[config.mk]
export PLATFORM = sky130hd
export DESIGN_NAME = instruction_fetch_unit
export DESIGN_NICKNAME = d
export VERILOG_FILES = /design/src/rtl/instruction_fetch_unit.sv
export SDC_FILE = /design/constraint.sdc
export NUM_CORES = 1
export LEC_CHECK = 0
export BUFFER_PORTS_ARGS = -buffer_cell sky130_fd_sc_hd__buf_2
export CAP_MARGIN = 20
export CELL_PAD_IN_SITES_DETAIL_PLACEMENT = 1
export CELL_PAD_IN_SITES_GLOBAL_PLACEMENT = 2
export CORE_MARGIN = 4
export CORE_UTILIZATION = 32
export DETAILED_ROUTE_END_ITERATION = 7
export PLACE_DENSITY = 0.76
export SETUP_SLACK_MARGIN = 0.1
export SLEW_MARGIN = 20
export SYNTH_ARGS = -nofsm -noshare
export SYNTH_HDL_FRONTEND = slang
export SYNTH_SLANG_ARGS = --single-unit
[constraint.sdc]
create_clock -name i_clk -period 4.59 [get_ports i_clk]
set_input_delay 1.1475 -clock i_clk [delete_from_list [all_inputs] [get_ports i_clk]]
set_output_delay 1.1475 -clock i_clk [all_outputs]
set_load 0.1 [all_outputs]
[src/rtl/instruction_fetch_unit.sv]
// instruction_fetch_unit
//   Requester side of the instruction memory read port. Holds the PC, drives
//   the memory address, captures the same-cycle read data into a small
//   prefetch FIFO and presents {pc, instr} to decode over valid/ready.
//   A redirect from execute flushes the FIFO and reloads the PC.
// Ports
//   i_clk, i_rst_n       clock, synchronous active-low reset
//   i_fetch_en           1 = fetch allowed, 0 = hold PC and let the FIFO drain
//   o_imem_addr          byte address to instruction memory (the PC register)
//   i_imem_rdata         instruction at o_imem_addr, valid the same cycle
//   o_if_valid/i_if_ready/o_if_instr/o_if_pc   decode handshake + FIFO head
//   i_redirect_valid     flush and load i_redirect_target (bits [1:0] ignored)
//   o_fifo_count         current FIFO occupancy
module instruction_fetch_unit #(
  parameter int                  ADDR_WIDTH   = 32,
  parameter int                  DATA_WIDTH   = 32,
  parameter logic [ADDR_WIDTH-1:0] RESET_VECTOR = '0,
  parameter int                  FIFO_DEPTH   = 2,
  localparam int                 PW           = $clog2(FIFO_DEPTH),
  localparam int                 CW           = $clog2(FIFO_DEPTH) + 1
) (
  input  logic                  i_clk,
  input  logic                  i_rst_n,
  input  logic                  i_fetch_en,
  output logic [ADDR_WIDTH-1:0] o_imem_addr,
  input  logic [DATA_WIDTH-1:0] i_imem_rdata,
  output logic                  o_if_valid,
  input  logic                  i_if_ready,
  output logic [DATA_WIDTH-1:0] o_if_instr,
  output logic [ADDR_WIDTH-1:0] o_if_pc,
  input  logic                  i_redirect_valid,
  input  logic [ADDR_WIDTH-1:0] i_redirect_target,
  output logic [CW-1:0]         o_fifo_count
);

  // Operating state is fully derived from count/inputs; nothing extra is stored.
  typedef enum logic [3:0] {
    S_FETCH = 4'b0001,
    S_STALL = 4'b0010,
    S_IDLE  = 4'b0100,
    S_FLUSH = 4'b1000
  } state_e;

  logic [ADDR_WIDTH-1:0] r_pc;
  logic [CW-1:0]         r_count;
  logic [PW-1:0]         r_rd_ptr;
  logic [PW-1:0]         r_wr_ptr;
  logic [ADDR_WIDTH-1:0] r_pc_mem    [FIFO_DEPTH];
  logic [DATA_WIDTH-1:0] r_instr_mem [FIFO_DEPTH];

  state_e w_state;
  logic   w_empty;
  logic   w_full;
  logic   w_pop;
  logic   w_push;

  assign w_empty = (r_count == '0);
  assign w_full  = (r_count == CW'(FIFO_DEPTH));

  // Valid is qualified by redirect so decode never consumes a doomed entry.
  assign o_if_valid = ~w_empty & ~i_redirect_valid;
  assign w_pop      = o_if_valid & i_if_ready;

  always_comb begin
    w_state = S_FETCH;
    if (i_redirect_valid)           w_state = S_FLUSH;
    else if (!i_fetch_en)           w_state = S_IDLE;
    else if (w_full && !w_pop)      w_state = S_STALL;
  end

  // A full FIFO can still accept a push when the head leaves in the same cycle.
  assign w_push = (w_state == S_FETCH);

  always_ff @(posedge i_clk) begin
    if (!i_rst_n) begin
      r_pc     <= RESET_VECTOR;
      r_count  <= '0;
      r_rd_ptr <= '0;
      r_wr_ptr <= '0;
    end else if (i_redirect_valid) begin
      r_pc     <= {i_redirect_target[ADDR_WIDTH-1:2], 2'b00};
      r_count  <= '0;
      r_rd_ptr <= '0;
      r_wr_ptr <= '0;
    end else begin
      if (w_push) begin
        r_pc     <= r_pc + ADDR_WIDTH'(4);
        r_wr_ptr <= r_wr_ptr + 1'b1;
      end
      if (w_pop)
        r_rd_ptr <= r_rd_ptr + 1'b1;
      if (w_push && !w_pop)
        r_count <= r_count + 1'b1;
      else if (!w_push && w_pop)
        r_count <= r_count - 1'b1;
    end
  end

  // Storage needs no reset: entries are only visible once count covers them.
  always_ff @(posedge i_clk) begin
    if (i_rst_n && w_push) begin
      r_pc_mem[r_wr_ptr]    <= r_pc;
      r_instr_mem[r_wr_ptr] <= i_imem_rdata;
    end
  end

  assign o_imem_addr  = r_pc;
  assign o_fifo_count = r_count;
  assign o_if_instr   = w_empty ? '0 : r_instr_mem[r_rd_ptr];
  assign o_if_pc      = w_empty ? '0 : r_pc_mem[r_rd_ptr];

endmodule

== After elaboration in Yosys (flattened, before gate mapping) ==
Memory sizes are Yosys's and may differ from the RTL's. A register that Yosys moved wholly into a read port is not among the register bits.
Index checks and enable logic that the tools add are counted.

* Add/sub/neg operators: 5
* Multipliers: 0
* Div/mod/pow operators: 0
* $lt $le $gt $ge: 0
* Eq/ne operators: 2
* Shifts and indexed selects: 0
* Muxes and demuxes: 15
* Bitwise logic cells: 5
* Reductions and logical operators: 10

{| class="wikitable"
|+ Operator list
! operator !! count
|-
| $mux 32 || 4
|-
| $add 32x3->32 const B || 1
|-
| $mux 1 || 6
|-
| $mux 2 || 3
|-
| $eq 4x1->1 const B || 1
|-
| $logic_and 1x1->1 || 4
|-
| $mux 4 || 1
|-
| $reduce_bool 2->1 || 2
|-
| $mux 3 || 1
|-
| $not 1->1 || 3
|-
| $add 1x1->1 const B || 2
|-
| $add 2x1->2 const B || 1
|-
| $and 1x1->1 || 2
|-
| $eq 2x2->1 const B || 1
|-
| $logic_not 1->1 || 2
|-
| $logic_not 2->1 || 1
|-
| $reduce_or 2->1 || 1
|-
| $sub 2x1->2 const B || 1
|}

* Bits in registers: 36
* Bits in latches: 0
* RAM bits: 128
* Memory bits (read-only): 0
* Input bits: 69
* Output and inout port bits: 99
* Word-level logic and storage cells: 44
* Memories: 2

{| class="wikitable"
|+ Memory list
! name !! depth !! bits a word !! rd ports !! clocked after Yosys merged registers in !! wr ports !! line !! source
|-
| r_instr_mem || 2 || 32 || 1 || 1 || 1 || 49 || <nowiki>logic [DATA_WIDTH-1:0] r_instr_mem [FIFO_DEPTH];</nowiki>
|-
| r_pc_mem || 2 || 32 || 1 || 1 || 1 || 48 || <nowiki>logic [ADDR_WIDTH-1:0] r_pc_mem [FIFO_DEPTH];</nowiki>
|}

== Longest topological paths before layout ==
Gate-level depths: netlist of run 1.

* Depth in word-level cells: 14
* Depth in mapped cells: 9
* Depth with buffers taken out: 7

== Least setup slack after synthesis of run 1 ==
No wires, ideal clock.

* Kind: register to register
* Start: register r_count[0], in the netlist o_fifo_count[0]
* End: memory r_instr_mem[0][0], enable pin
* Setup time: 483 ps
* Arrival time: 4294 ps
* Required time: 4107 ps
* Slack: -187 ps
* Stages on the path, launching flop included: 6
* Path buffers: 2
* Clock period less this slack: 4777 ps
* Cell sequence: dfxtp_1 buf_6 or3b_1 buf_2 nand4_1 nor2_1

* Word-level cells in the longest chain between the ends: 13
* Elaborated cells on any way between the ends: 14
* Those cells by class: eq/ne: 2; mux: 5; bitwise: 3; reduce/logical: 4

{| class="wikitable"
|+ Ends and longest elaborated chain
! what !! line !! source
|-
| start, declared || 45 || <nowiki>logic [CW-1:0] r_count;</nowiki>
|-
| start signal, assigned || 93 || <nowiki>r_count <= r_count + 1'b1;</nowiki>
|-
| start signal, assigned || 95 || <nowiki>r_count <= r_count - 1'b1;</nowiki>
|-
| $logic_not 2->1 || 57 || <nowiki>assign w_empty = (r_count == '0);</nowiki>
|-
| $not 1->1 || 61 || <nowiki>assign o_if_valid = ~w_empty & ~i_redirect_valid;</nowiki>
|-
| $and 1x1->1 || 61 ||
|-
| $and 1x1->1 || 62 || <nowiki>assign w_pop = o_if_valid & i_if_ready;</nowiki>
|-
| $logic_not 1->1 || 68 || <nowiki>else if (w_full && !w_pop) w_state = S_STALL;</nowiki>
|-
| $logic_and 1x1->1 (*) || 68 ||
|-
| $mux 2 (*) || 68 ||
|-
| $mux 3 (*) || 67 || <nowiki>else if (!i_fetch_en) w_state = S_IDLE;</nowiki>
|-
| $mux 4 (*) || 66 || <nowiki>if (i_redirect_valid) w_state = S_FLUSH;</nowiki>
|-
| $eq 4x1->1 (*) || 72 || <nowiki>assign w_push = (w_state == S_FETCH);</nowiki>
|-
| $logic_and 1x1->1 (*) || 101 || <nowiki>if (i_rst_n && w_push) begin</nowiki>
|-
| $mux 1 (*) || 101 ||
|-
| $mux 1 (not written as such) (*) || 103 || <nowiki>r_instr_mem[r_wr_ptr] <= i_imem_rdata;</nowiki>
|-
| end, declared || 49 ||
|}

Every way passes the cells marked *; elsewhere a longest branch is shown, timed or not.

== Final worst setup path of run 1 ==
* Start: register r_count[0], in the netlist o_fifo_count[0]
* End: output o_if_pc[22]

* Word-level cells in the longest chain between the ends: 2

{| class="wikitable"
|+ Ends and longest elaborated chain
! what !! line !! source
|-
| $logic_not 2->1 || 57 ||
|-
| $mux 32 || 110 || <nowiki>assign o_if_pc = w_empty ? '0 : r_pc_mem[r_rd_ptr];</nowiki>
|-
| end, declared || 30 || <nowiki>output logic [ADDR_WIDTH-1:0] o_if_pc,</nowiki>
|}

Every way passes these cells.

==> results.py, run 1 <==
metrics = {
    "outcome": {
        "status": "finished clean",
    },
    "synth": {
        "yosysUniqueCellTypes": 43,
        "synth_edf_count": 124,
        "synth_top_area_cell": "edfxtp_1",
        "syn-cell-area_um2": 6555,
        "synth_area_leaders": "edfxtp_1 57%, dfxtp_1 11%, mux2i_1 9.8%, nor2_1 4.4%, xor2_1 2.7%",
        "synth_seq_cells": 159,
        "ys_async_sr_fraction_pct": 0,
        "synth_cells": 489,
        "syn_avg_cell_area_um2": 13.40,
        "synth-main-ff-cell": "edfxtp_1",
        "netlist.area_leader.share_pct": 56.80,
        "yosys_warnings": 0,
        "ys_seq_area_share_pct": 67.49,
    },
    "clock_tree": {
        "numClockSinks": 159,
        "cts_root_buf": "clkbuf_16",
        "cts_setup_buffers": 0,
        "tritoncts": "yes",
        "h-tree-depth": 4,
        "cts-resized-gates": 0,
        "cts_buffer_depth": 2,
        "cts.clk_slew.worst_paths_ps": 70,
        "clk_latency_ps": 410,
        "hold_buffers": 0,
        "cts_buffers": 17,
    },
    "grt": {
        "antenna_found_initial": 0,
        "met2_usage_pct": 23.82,
        "grt_first_pass_wirelength_mm": 25.30,
        "first_global_vias": 4588,
        "grt_max_degree": 63,
        "globalRoute.busiestLayer": "met2",
        "grt_util_met3_pct": 3.501,
        "gr-total-overflow": 0,
        "grt_use_total_pct": 14.50,
        "use_met1_pct": 19.20,
    },
    "setup_path": {
        "crit_fanout": 39,
        "r2r-end": "r_instr_mem[0][18]",
        "worst_ep_required_time_ps": 3440,
        "worstPathArrival_ps": 2380,
        "worstReg2RegStart": "o_fifo_count[0]",
        "reg2reg_setup_slack_ps": 1870,
        "crit_end": "o_if_pc[22]",
        "startpoint_type": "flop",
        "end_kind": "primary output",
        "crit_type": "reg -> out",
        "r2r_cells": 4,
        "startpoint": "o_fifo_count[0]",
    },
    "die": {
        "start_util_pct": 32.50,
        "die_area_um2": 22840,
        "die_height_um": 151.1,
        "rows": 52,
        "die_width_um": 151.1,
        "ios": 168,
        "placeableCoreArea_um2": 20170,
    },
    "power": {
        "design_power_total_mw": 3.531,
        "irDropWorstVdd_mv": 0.2366,
        "powerDensity_nw_per_um2": 428.4,
        "power.leakage_nw": 3.068,
    },
    "sta": {
        "post-route-min-period_ps": 3526,
        "setup_slack_ps": 1064,
        "max_freq_ghz": 0.2836,
        "tightestPinTransition_ps": 749.9,
        "final_max_slew_viol_count": 0,
        "skew_ps": 11.21,
        "hold_viol_final": 0,
        "fin_crit_sh_pct": 76.82,
        "setup_violations": 0,
        "grt_setup_unrepaired": "false",
        "max_slew_margin_pct": 49.89,
    },
    "cells_and_area": {
        "insertedDiodeCount": 0,
        "finalInstanceArea_um2": 8243,
        "area_growth_pct": 25.75,
        "layout.nets": 721,
        "nFillCells": 2182,
        "drive_gt1_share_pct": 31.83,
    },
    "routing": {
        "route.detailed.drc": 0,
        "vias_per_cell": 4.733,
        "vias": 4416,
        "wire_per_inst_um": 17.73,
        "wl_mm": 16.54,
        "drtAntennaViolNets": 0,
        "drt_first_pass_iters": 4,
        "first_iter_violations": 228,
    },
    "run": {
        "max-cap-violations": 0,
    },
    "placed_design": {
        "dpl-instance-area_um2": 7646,
        "port_buffers": 161,
        "finalWeightedCongestion": 0.7255,
        "pre_cts_slack_ps": 943.6,
        "dp_hpwl_mm": 11.44,
    },
    "hold_path": {
        "hp-class": "reg -> reg",
    },
}
==> synth_stat cells (4+ instances only) <==
master and count:
nand2_1 8, xnor2_1 10, edfxtp_1 124, buf_1 5
buf_2 4, a31oi_1 6, o21ai_0 23, nor2_1 76
nand3_1 11, and2_1 6, and3_1 5, xor2_1 20
o22ai_1 6, buf_4 4, clkbuf_1 13, dfxtp_1 35
nand4_1 16, nor3_1 5, mux2i_1 64, a21oi_1 18
==> final cells by class <==
class	instances	area [um2]	area share, %
tap	270	337.8	4.098
sequential	159	4428	53.72
clock buffer	20	456.7	5.540
multi-input combinational	301	2009	24.38
clock inverter	12	112.6	1.366
timing repair buffer	167	883.3	10.72
inverter	4	15.01	0.1821
==> worst max-delay path, cell delays in order, from the launching register on <==
cell and delay (ps):
dfxtp_1 400, nor2_4 570, buf_4 530, nor2_1 110, buf_2 310
==> logic make-up (layout without fill, tap and decap cells) <==
group                      after synthesis  count (layout)  share of synthesized area, %
buffers and inverters                   32             203                         2.367
and+or+nand+nor                        141             141                         10.63
other                                    1               4                       0.05721
AOI/OAI and AO/OA                       59              59                         5.116
muxes                                   65              65                         9.945
xor gates and xnor gates                30              30                         4.008
DFF                                    159             159                         67.49
adders and majority gates                2               2                        0.3817
==> worst min-delay path by stage <==
stage / from / slack (ps) / cells past startpoint / endpoint
2_1_floorplan: r_rd_ptr / 470 / 2 / flop
3_3_place_gp: r_rd_ptr / 490 / 2 / r_rd_ptr
3_5_place_dp: r_rd_ptr / 500 / 2 / flop
4_1_cts: r_rd_ptr / 510 / 2 / flop
5_1_grt: o_imem_addr[23] / 550 / 0 / r_pc_mem[0][23]
6_report: r_rd_ptr / 510 / 2 / flop
==> metal layers <==
metal  part of all wire, %  routed length (um)
met3                   5.1                 841
met5                     0                   0
met2                    48                8011
met4                   1.1                 176
met1                    45                7514
==> stage by stage <==
step | utilization, % | TNS, ps | cells | hold WS [ps]
3_3_place_gp | 37.91 | 0 | 900 | 490.7
3_5_place_dp | 37.91 | 0 | 900 | 495.7
2_1_floorplan | - | -23180 | 492 | 472.5
5_1_grt | 40.87 | 0 | 933 | 546.2
6_report | 40.87 | 0 | 933 | 510.9
4_1_cts | 40.73 | 0 | 932 | 512.0
==> sequential cells by signal, indices dropped and copies added (netlist names), named ones only <==
register      flops
r_instr_mem      64
r_pc_mem         60
o_imem_addr      30
o_fifo_count      2
r_rd_ptr          1
r_wr_ptr          1
==> power by group <==
part / total (mW) / internal, mW / switching [mW]
Sequential: 1.64 / 1.60 / 0.0476
Clock: 1.34 / 0.778 / 0.558
Combinational: 0.550 / 0.0976 / 0.453
==> placed cells by master (no fill, tap or decap), types with 2 or more instances in the layout <==
master      instances
nand2_1             8
a31oi_1             6
clkinv_4            5
clkbuf_8            2
clkinvlp_4          2
o22ai_1             6
clkinv_1            2
nor3b_1             2
clkinv_2            3
ha_1                2
dfxtp_1            34
mux2i_1            64
a21oi_1            18
xnor2_1            10
o21ai_0            23
nor2_1             73
and4_1              2
inv_1               2
conb_1              4
nor3_1              5
edfxtp_1          124
and3_1              5
xor2_1             20
nand3_1            11
buf_2             161
and3_4              2
buf_4               4
clkbuf_16          17
nor2_4              3
and2_1              6
nand4_1            16
Note: power is estimated with default switching activity, not from simulation.
==> run 2, diff against run 1 <==
Clock period 4.59 ns to 3 ns, I/O delays scaled along.
==> run 2 against run 1 <==
Combinational power increased by 55%. Sequential share of layout area decreased by 0.43 points. Cell area increased by 0.83%. Non-clock buffer count increased by 4. Sequential cell count unchanged. Hold slack improved by 4.0 ps. Clock skew decreased by 2.2 ps. Clock-buffer cell count decreased by 2. Register-to-register slack got worse by 1000 ps. Total power increased by 56%. Highest routed layer unchanged. Sequential power increased by 53%. Cell count increased by 0.43%.
==> results.py, run 2 (same netlist as run 1, synthesis figures left out) <==
metrics = {
    "setup_path": {
        "slowest_delay_ps": 580,
        "cp_num_cells": 4,
        "cp_cell_sequence": "buf_12 -> mux2i_1 -> nor2_1 -> buf_2",
        "r2r-end": "r_instr_mem[1][2]",
        "critPathTopFamily": "buffers and inverters",
        "worstPathArrival_ps": 2040,
        "worst_ep_required_time_ps": 2250,
        "startpoint_type": "flop",
        "slowest_stage": "dfxtp_4",
        "end_kind": "primary output",
        "crit_end": "o_if_pc[3]",
        "crit_type": "reg -> out",
        "r2r_cells": 4,
        "reg2reg_setup_slack_ps": 840,
        "worstReg2RegStart": "o_fifo_count[1]",
        "crit_fanout": 32,
        "cp_num_buf_inv": 2,
    },
    "routing": {
        "vias": 4510,
        "wl_mm": 16.94,
        "first_iter_violations": 136,
        "drt_first_pass_iters": 4,
        "wire_per_inst_um": 18.08,
        "vias_per_cell": 4.813,
        "route.detailed.drc": 0,
        "drtAntennaViolNets": 0,
    },
    "power": {
        "power.leakage_nw": 3.110,
        "powerDensity_nw_per_um2": 664.6,
        "irDropWorstVdd_mv": 0.3597,
    },
    "cells_and_area": {
        "top_register": "r_instr_mem",
        "drive_gt1_share_pct": 32.68,
        "largest_reg_flops": 64,
        "layout_commonest_cell": "buf_2",
        "layout.nets": 725,
        "insertedDiodeCount": 0,
        "area_growth_pct": 26.80,
        "final_cell_mix": "161 x buf_2, 124 x edfxtp_1, 72 x nor2_1",
        "utilization_pct": 41.21,
    },
    "grt": {
        "grt_util_met3_pct": 3.890,
        "first_global_vias": 4787,
        "gr-total-overflow": 0,
        "grt_first_pass_wirelength_mm": 25.88,
        "antenna_found_initial": 0,
        "globalRoute.busiestLayer": "met2",
        "use_met1_pct": 18.67,
        "met2_usage_pct": 25.54,
        "grt_use_total_pct": 14.89,
        "grt_max_degree": 63,
    },
    "placed_design": {
        "port_buffers": 161,
        "finalWeightedCongestion": 0.7442,
        "dp_hpwl_mm": 11.50,
    },
    "clock_tree": {
        "cts.clk_slew.worst_paths_ps": 60,
        "tritoncts": "yes",
        "cts_buffers": 17,
        "cts_setup_buffers": 0,
        "numClockSinks": 159,
        "cts_root_buf": "clkbuf_16",
        "hold_buffers": 0,
        "h-tree-depth": 4,
        "clk_latency_ps": 420,
        "cts_buffer_depth": 2,
    },
    "sta": {
        "post-route-min-period_ps": 2791,
        "max_slew_margin_pct": 55.83,
        "tightestPinTransition_ps": 661.1,
        "hold_viol_final": 0,
        "setup_violations": 0,
        "fin_crit_sh_pct": 93.04,
        "max_freq_ghz": 0.3583,
        "final_max_slew_viol_count": 0,
        "grt_setup_unrepaired": "false",
        "tns_ps": 0,
        "skew_ps": 9.046,
    },
    "run": {
        "max-cap-violations": 0,
    },
    "die": {
        "die_area_um2": 22840,
        "die_height_um": 151.1,
        "die_width_um": 151.1,
        "ios": 168,
        "placeableCoreArea_um2": 20170,
        "start_util_pct": 32.50,
        "rows": 52,
    },
    "outcome": {
        "status": "finished clean",
    },
    "hold_path": {
        "hp-class": "reg -> reg",
        "whs_path_depth": 2,
    },
}
[run 2: area by class of cell]
type                    instances  area [um2]
fillers                      2165       11860
flip-flops and latches        159        4429
multi-input cells             301        2012
repair buffers                171       922.1
clock buffers                  18       439.2
inverters                       4       15.01
clock inverters                14       156.4
well taps                     270       337.8
[run 2: power breakdown]
part	switching [mW]	internal, mW	leakage [nW]
Clock	0.898	1.26	0.297
Sequential	0.0677	2.44	1.44
Combinational	0.699	0.154	1.38
[run 2: worst min path at each step]
stage | start | end
after floorplan | r_rd_ptr | flop
after global placement | r_rd_ptr | r_rd_ptr
after detailed placement | r_rd_ptr | r_rd_ptr
after CTS | i_imem_rdata[15] | r_instr_mem[1][15]
after global routing | i_imem_rdata[23] | r_instr_mem[0][23]
final | r_rd_ptr | r_rd_ptr
[run 2: what timing repair did]
action                                  4_1_cts  5_1_grt
gates resized for setup                       0        1
endpoints found under the hold margin         0        0
endpoints found under the setup margin        0       45
[run 2: routing by layer]
layer  up-vias  share of wire [%]
met2       139                 50
met3        14                6.0
li1       2125                  -
met5         -                  0
met4         0               0.94
met1      2232                 43
[run 2: per-stage QoR]
stage	hold slack, ps	std cells	area [um2]	total power [mW]	setup WS [ps]
finish	514.9	937	8312	5.524	208.7
global route	499.4	937	8312	5.748	114.9
CTS	497.8	937	8308	5.594	160.1
detailed placement	503.0	905	7712	3.418	427.3
global placement	489.4	905	7712	3.401	506.6
floorplan	472.5	492	6585	3.222	-597.5
[run 2: tightest hold or removal path, stage by stage, from the launching register on]
cell and delay (ps):
dfxtp_1 330, xor2_1 80, nor2_1 70
